File: src/rtl/datapath_pkg.sv
// Shared constants and types for the execute datapath.
// Register file geometry and ALU opcode encoding.
package datapath_pkg;

  localparam int DATA_W   = 16;
  localparam int ADDR_W   = 3;
  localparam int NUM_REGS = 8;

  typedef logic [DATA_W-1:0] word_t;
  typedef logic [ADDR_W-1:0] addr_t;

  typedef enum logic [2:0] {
    OP_ADD = 3'b000,
    OP_SUB = 3'b001,
    OP_AND = 3'b010,
    OP_OR  = 3'b011,
    OP_XOR = 3'b100,
    OP_NOT = 3'b101,
    OP_SLL = 3'b110,
    OP_BEQ = 3'b111
  } alu_op_t;

endpackage

File: src/rtl/alu_regfile_datapath_if.sv
// Decode/writeback side bundle for the execute datapath.
// master drives control and write data, slave returns ALU outputs.
interface alu_regfile_datapath_if;
  import datapath_pkg::*;

  logic       reg_write;
  addr_t      rd0_addr;
  addr_t      rd1_addr;
  addr_t      wr_addr;
  word_t      wr_data;
  logic       alu_src1;
  logic       alu_src2;
  word_t      alu_imm;
  logic [2:0] alu_op;
  word_t      input1;
  word_t      input2;
  word_t      result;
  logic       take_branch;
  logic       ovf;

  modport master (
    output reg_write, rd0_addr, rd1_addr,
    output wr_addr, wr_data,
    output alu_src1, alu_src2,
    output alu_imm, alu_op,
    input  input1, input2, result,
    input  take_branch, ovf
  );

  modport slave (
    input  reg_write, rd0_addr, rd1_addr,
    input  wr_addr, wr_data,
    input  alu_src1, alu_src2,
    input  alu_imm, alu_op,
    output input1, input2, result,
    output take_branch, ovf
  );

endinterface

File: src/rtl/reg_file.sv
// 8x16 register file: two async read ports,
// one sync write port, async active-low clear.
module reg_file
  import datapath_pkg::*;
(
  input  logic  clk,
  input  logic  rst,
  input  logic  wr_en,
  input  addr_t wr_addr,
  input  word_t wr_data,
  input  addr_t rd0_addr,
  output word_t rd0_data,
  input  addr_t rd1_addr,
  output word_t rd1_data
);

  word_t mem [NUM_REGS];

  // Clear all entries on reset; otherwise store on write enable.
  always_ff @(posedge clk or negedge rst) begin
    if (!rst) begin
      for (int i = 0; i < NUM_REGS; i++) begin
        mem[i] <= '0;
      end
    end else if (wr_en) begin
      mem[wr_addr] <= wr_data;
    end
  end

  // No write bypass: new data is visible only after the edge.
  assign rd0_data = mem[rd0_addr];
  assign rd1_data = mem[rd1_addr];

endmodule

File: src/rtl/alu_regfile_datapath.sv
// Single-cycle execute datapath: register file,
// operand muxes and a 16-bit ALU with branch compare.
module alu_regfile_datapath
  import datapath_pkg::*;
(
  input  logic                   clk,
  input  logic                   rst,
  alu_regfile_datapath_if.slave  dp
);

  word_t   rd0_data;
  word_t   rd1_data;
  word_t   op_a;
  word_t   op_b;
  word_t   res;
  logic    br;
  logic    ov;
  alu_op_t op;

  reg_file u_rf (
    .clk      (clk),
    .rst      (rst),
    .wr_en    (dp.reg_write),
    .wr_addr  (dp.wr_addr),
    .wr_data  (dp.wr_data),
    .rd0_addr (dp.rd0_addr),
    .rd0_data (rd0_data),
    .rd1_addr (dp.rd1_addr),
    .rd1_data (rd1_data)
  );

  // Zero for operand A comes from the mux, not a hardwired register.
  assign op_a = dp.alu_src1 ? '0 : rd0_data;
  assign op_b = dp.alu_src2 ? dp.alu_imm : rd1_data;
  assign op   = alu_op_t'(dp.alu_op);

  // ALU: overflow only for ADD/SUB, branch only for BEQ.
  always_comb begin
    res = '0;
    br  = 1'b0;
    ov  = 1'b0;
    unique case (op)
      OP_ADD: begin
        res = op_a + op_b;
        ov  = (op_a[15] == op_b[15]) &&
              (res[15] != op_a[15]);
      end
      OP_SUB: begin
        res = op_a - op_b;
        ov  = (op_a[15] != op_b[15]) &&
              (res[15] != op_a[15]);
      end
      OP_AND: res = op_a & op_b;
      OP_OR:  res = op_a | op_b;
      OP_XOR: res = op_a ^ op_b;
      OP_NOT: res = ~op_a;
      OP_SLL: res = op_a << op_b[3:0];
      OP_BEQ: br  = (op_a == op_b);
    endcase
  end

  assign dp.input1      = op_a;
  assign dp.input2      = op_b;
  assign dp.result      = res;
  assign dp.take_branch = br;
  assign dp.ovf         = ov;

endmodule

File: src/flat_wrapper.sv
// flat-port wrapper written by rule: the top's interface ports become plain ports
module alu_regfile_datapath_flat import datapath_pkg::*;
  (clk, rst, dp_reg_write, dp_rd0_addr, dp_rd1_addr, dp_wr_addr, dp_wr_data, dp_alu_src1, dp_alu_src2, dp_alu_imm, dp_alu_op, dp_input1, dp_input2, dp_result, dp_take_branch, dp_ovf);
  alu_regfile_datapath_if dp_i ();
  input  logic clk;
  input  logic rst;
  input wire logic [$bits(dp_i.reg_write)-1:0] dp_reg_write;
  input wire logic [$bits(dp_i.rd0_addr)-1:0] dp_rd0_addr;
  input wire logic [$bits(dp_i.rd1_addr)-1:0] dp_rd1_addr;
  input wire logic [$bits(dp_i.wr_addr)-1:0] dp_wr_addr;
  input wire logic [$bits(dp_i.wr_data)-1:0] dp_wr_data;
  input wire logic [$bits(dp_i.alu_src1)-1:0] dp_alu_src1;
  input wire logic [$bits(dp_i.alu_src2)-1:0] dp_alu_src2;
  input wire logic [$bits(dp_i.alu_imm)-1:0] dp_alu_imm;
  input wire logic [$bits(dp_i.alu_op)-1:0] dp_alu_op;
  output wire logic [$bits(dp_i.input1)-1:0] dp_input1;
  output wire logic [$bits(dp_i.input2)-1:0] dp_input2;
  output wire logic [$bits(dp_i.result)-1:0] dp_result;
  output wire logic [$bits(dp_i.take_branch)-1:0] dp_take_branch;
  output wire logic [$bits(dp_i.ovf)-1:0] dp_ovf;
  assign dp_i.reg_write = dp_reg_write;
  assign dp_i.rd0_addr = dp_rd0_addr;
  assign dp_i.rd1_addr = dp_rd1_addr;
  assign dp_i.wr_addr = dp_wr_addr;
  assign dp_i.wr_data = dp_wr_data;
  assign dp_i.alu_src1 = dp_alu_src1;
  assign dp_i.alu_src2 = dp_alu_src2;
  assign dp_i.alu_imm = dp_alu_imm;
  assign dp_i.alu_op = dp_alu_op;
  assign dp_input1 = dp_i.input1;
  assign dp_input2 = dp_i.input2;
  assign dp_result = dp_i.result;
  assign dp_take_branch = dp_i.take_branch;
  assign dp_ovf = dp_i.ovf;
  alu_regfile_datapath u_core (.clk(clk), .rst(rst), .dp(dp_i));
endmodule
File: config.mk
export PLATFORM = sky130hd
export DESIGN_NAME = alu_regfile_datapath_flat
export DESIGN_NICKNAME = d
export VERILOG_FILES = /design/src/rtl/datapath_pkg.sv /design/src/rtl/alu_regfile_datapath_if.sv /design/src/rtl/reg_file.sv /design/src/rtl/alu_regfile_datapath.sv /design/src/flat_wrapper.sv
export SDC_FILE = /design/constraint.sdc
export NUM_CORES = 1
export LEC_CHECK = 0
export ABC_AREA = 1
export CORE_MARGIN = 2
export CORE_UTILIZATION = 59
export DETAILED_ROUTE_END_ITERATION = 6
export MAX_ROUTING_LAYER = met4
export PLACE_DENSITY_LB_ADDON = 0.05
export SLEW_MARGIN = 20
export SYNTH_ARGS = -nofsm -noshare
export SYNTH_HDL_FRONTEND = slang
export SYNTH_SLANG_ARGS = --single-unit
File: constraint.sdc
create_clock -name clk -period 8.6 [get_ports clk]
set_input_delay 2.58 -clock clk [delete_from_list [all_inputs] [get_ports clk]]
set_output_delay 2.58 -clock clk [all_outputs]
set_load 0.01 [all_outputs]
==> metrics.txt <==
worst skew pair latency=0.42 ns; register area share after synthesis=30.51%; htree depth=4; post-synthesis simple-gate area fraction=25.87%; YS warnings=0; final wirelength=43.79 mm; CP Capture Point=dp_result[5]; number of inserted diodes=0; Port Buffers=98; Adder-Cell Fraction of Synth Area=5.791%; die footprint=18880 µm²; final net count=1824; XOR/XNOR Fraction of Synth Area=0.5005%; Boundary Pins=99; clk sinks=128; Arr. time, crit path=5.80 ns; Distinct cells, synth=49; synthesized area=10500 µm²; row count=48; CTS max path bufs=2; Power Density=192.6 nW/µm²; first-pass GRT wire length=66.40 mm; FF+latch count, synth=128; reg2reg setup slack=7.68 ns; layout cells sized above 1=16.55%; crit end category=output port; Leakage=6.697 nW; FFs w/ async S/R, synth=100.0%; number of flip-flops in the largest register=128; 1st-iter DRT viols=2459; max-slew violations=0; CTS root buf=clkbuf_16; Global Route Usage Sum=47.62%; initial antenna violation count=0; reg-to-reg endpoint=u_core.u_rf.mem[58]; Worst Reg-to-Reg Cells=2; Inserted Clock Buffers=17; Tot Pwr=0.002559 W; Largest regs=u_core.u_rf.mem x128; max-cap violation count=0; Final Cell Area=13290 µm²; Area growth syn-to-layout=26.57%; Worst slew margin=41.97%; RR Startpoint=u_core.u_rf.mem[58]; Post-synth EDFFs=0; clk_skew=0 ns; die width=137.4 µm; CTS tree=yes; net count after synthesis=1629; Syn Area/Cell=6.854 µm²; drt pass-1 iters=7; vias per cell=6.551; Top reg by flops=u_core.u_rf.mem; largest net degree at the start of global routing=71; most common flop cell mapped by yosys=dfrtp_1; Final setup viols=0; initial core utilization=60.50%; post-synthesis compound-gate area fraction=24.86%; average wire per standard cell=22.28 µm; Critical Path Source=dp_rd1_addr[0]; fillers=1189; final hold violations=0; Die Y=137.4 µm; CP Class=input port to output port; global route overflow=0; failing checks=design-rule violations; crit share post-route=97.48%; vias post-DR=12870; fmax=119.3 MHz; status=complete, but fails checks; main combinational cell family by area after synthesis=simple AND/OR/NAND/NOR gates; Min-Delay Path Class=flip-flop to flip-flop; Synth Instances=1532; Max FO, Critical Path=12; Post-route DRC=33; Final GP Congestion=1.060; clock-pin slew on the worst setup and hold paths=0.05 ns; post-layout minimum cycle time=8.383 ns; post-detail-place hpwl=29.58 mm; CP required=6.02 ns; Worst Tran Pin Value=0.8704 ns; multiplexer area fraction after synthesis=0%; core area=17360 µm²; startpoint types=input port; number of global-route vias before repair=12140; maximum VDD drop=0.0002775 V; RSZ-0062 raised after global routing=false; setup_tns=0 ns; hold_sp=u_core.u_rf.mem[66]; DP Area=12500 µm²; ANT nets after route=0
-- where the power goes --
group / switching, W / internal [W] / leakage (nW)
clock network: 0.000288 / 0.000493 / 0.296
registers: 0.0000849 / 0.000717 / 1.60
logic: 0.000595 / 0.000381 / 4.80
-- worst max-delay path: stages --
cell	delay, ns
buf_4	0.19
buf_12	0.16
o21ai_0	0.10
a21oi_1	0.33
o221ai_1	0.20
o21ai_1	0.19
inv_1	0.10
ha_1	0.35
inv_1	0.07
buf_4	0.15
a21oi_1	0.12
nand2_1	0.11
buf_4	0.16
xor2_1	0.13
o2111ai_1	0.25
clkdlybuf4s50_1	0.60
-- metrics by stage --
stage               hold slack, ns  setup slack (ns)  cells  utilization (%)
finish                      0.4889            0.2171   1965            76.57
global route                0.5024           0.06159   1965            76.57
CTS                         0.4882           0.02019   1962            76.02
detailed placement          0.4733           -0.3373   1927            72.03
global placement            0.4670           -0.3203   1927            72.00
floorplan                   0.4530            0.6410   1532                -
-- area by class of cell --
cell class	count	area [µm²]	area share (%)
clock buffer	19	442.9	3.333
timing repair inverter	1	7.507	0.05649
sequential	128	3203	24.10
clock inverter	13	186.4	1.403
timing repair buffer	267	2346	17.65
multi-input combinational	1110	6050	45.52
tap	225	281.5	2.118
inverter	202	773.2	5.818
-- cell usage in the layout, fill, tap and decap left out, types with 47 or more instances in the layout --
cell	count
clkdlybuf4s50_1	78
nor2_1	63
o21ai_0	226
dfrtp_1	128
inv_1	192
ha_1	47
buf_4	165
a21oi_1	96
nand2_1	313
nand3_1	158
-- synth_stat cells, types with 2 or more instances --
master / instances / share of area [%]
o211ai_1: 31 / 2.2
inv_1: 194 / 6.9
o22ai_1: 13 / 0.77
nor3_1: 9 / 0.43
dfrtp_1: 128 / 31
o21ai_1: 19 / 0.91
buf_6: 18 / 1.9
or2_2: 3 / 0.18
nand2_4: 3 / 0.32
nor2_4: 2 / 0.21
o21ai_0: 237 / 11
nor2_1: 64 / 2.3
clkbuf_1: 42 / 1.5
nand3_2: 22 / 2.1
o211ai_2: 7 / 0.83
a211oi_1: 2 / 0.14
xor2_1: 6 / 0.50
nand3_1: 158 / 7.5
o221ai_1: 11 / 0.92
buf_1: 3 / 0.11
a221oi_1: 10 / 0.83
a21oi_1: 99 / 4.7
a21oi_2: 6 / 0.50
nand4_1: 6 / 0.36
inv_4: 3 / 0.18
inv_2: 5 / 0.18
nor4_1: 5 / 0.30
buf_4: 7 / 0.50
nand2_2: 4 / 0.24
o2111ai_1: 5 / 0.42
ha_1: 47 / 5.6
o21a_1: 3 / 0.21
buf_2: 21 / 1.0
nand2_1: 322 / 12
o31ai_1: 3 / 0.21
-- what timing repair did --
item / CTS / global route
pin swaps: 4 / 6
gates resized for setup: 21 / 27
buffers inserted: 2 / 3
cloned: 1 / 0
hold buffers: 0 / 0
setup endpoints to repair: 12 / 14
-- per-layer routing --
layer,track usage [%],share of wire (%),wire [µm],vias up
met5,-,0,0,-
met4,22.97,5.9,2599,0
li1,-,-,-,5553
met2,74.18,45,19570,1147
met1,59.24,36,15910,5884
met3,9.971,13,5701,288
-- kinds of logic after synthesis --
| kind of cell | Yosys count |
|---|---|
| AND/OR/NAND/NOR | 602 |
| buffers and inverters | 294 |
| AO/OA/AOI/OAI | 454 |
| XOR/XNOR | 6 |
| adder cells (fa/ha/maj) | 48 |
| flip-flops | 128 |
-- how the worst min path moves through the flow --
stage | endpoint | slack, ns | cells past startpoint
after detailed placement | u_core.u_rf.mem[59] | 0.47 | 2
after global placement | u_core.u_rf.mem[72] | 0.47 | 2
after CTS | u_core.u_rf.mem[73] | 0.49 | 2
final | u_core.u_rf.mem[66] | 0.49 | 2
after floorplan | u_core.u_rf.mem[100] | 0.45 | 2
after global routing | u_core.u_rf.mem[108] | 0.50 | 2
Power figures use the tool's default switching activity.
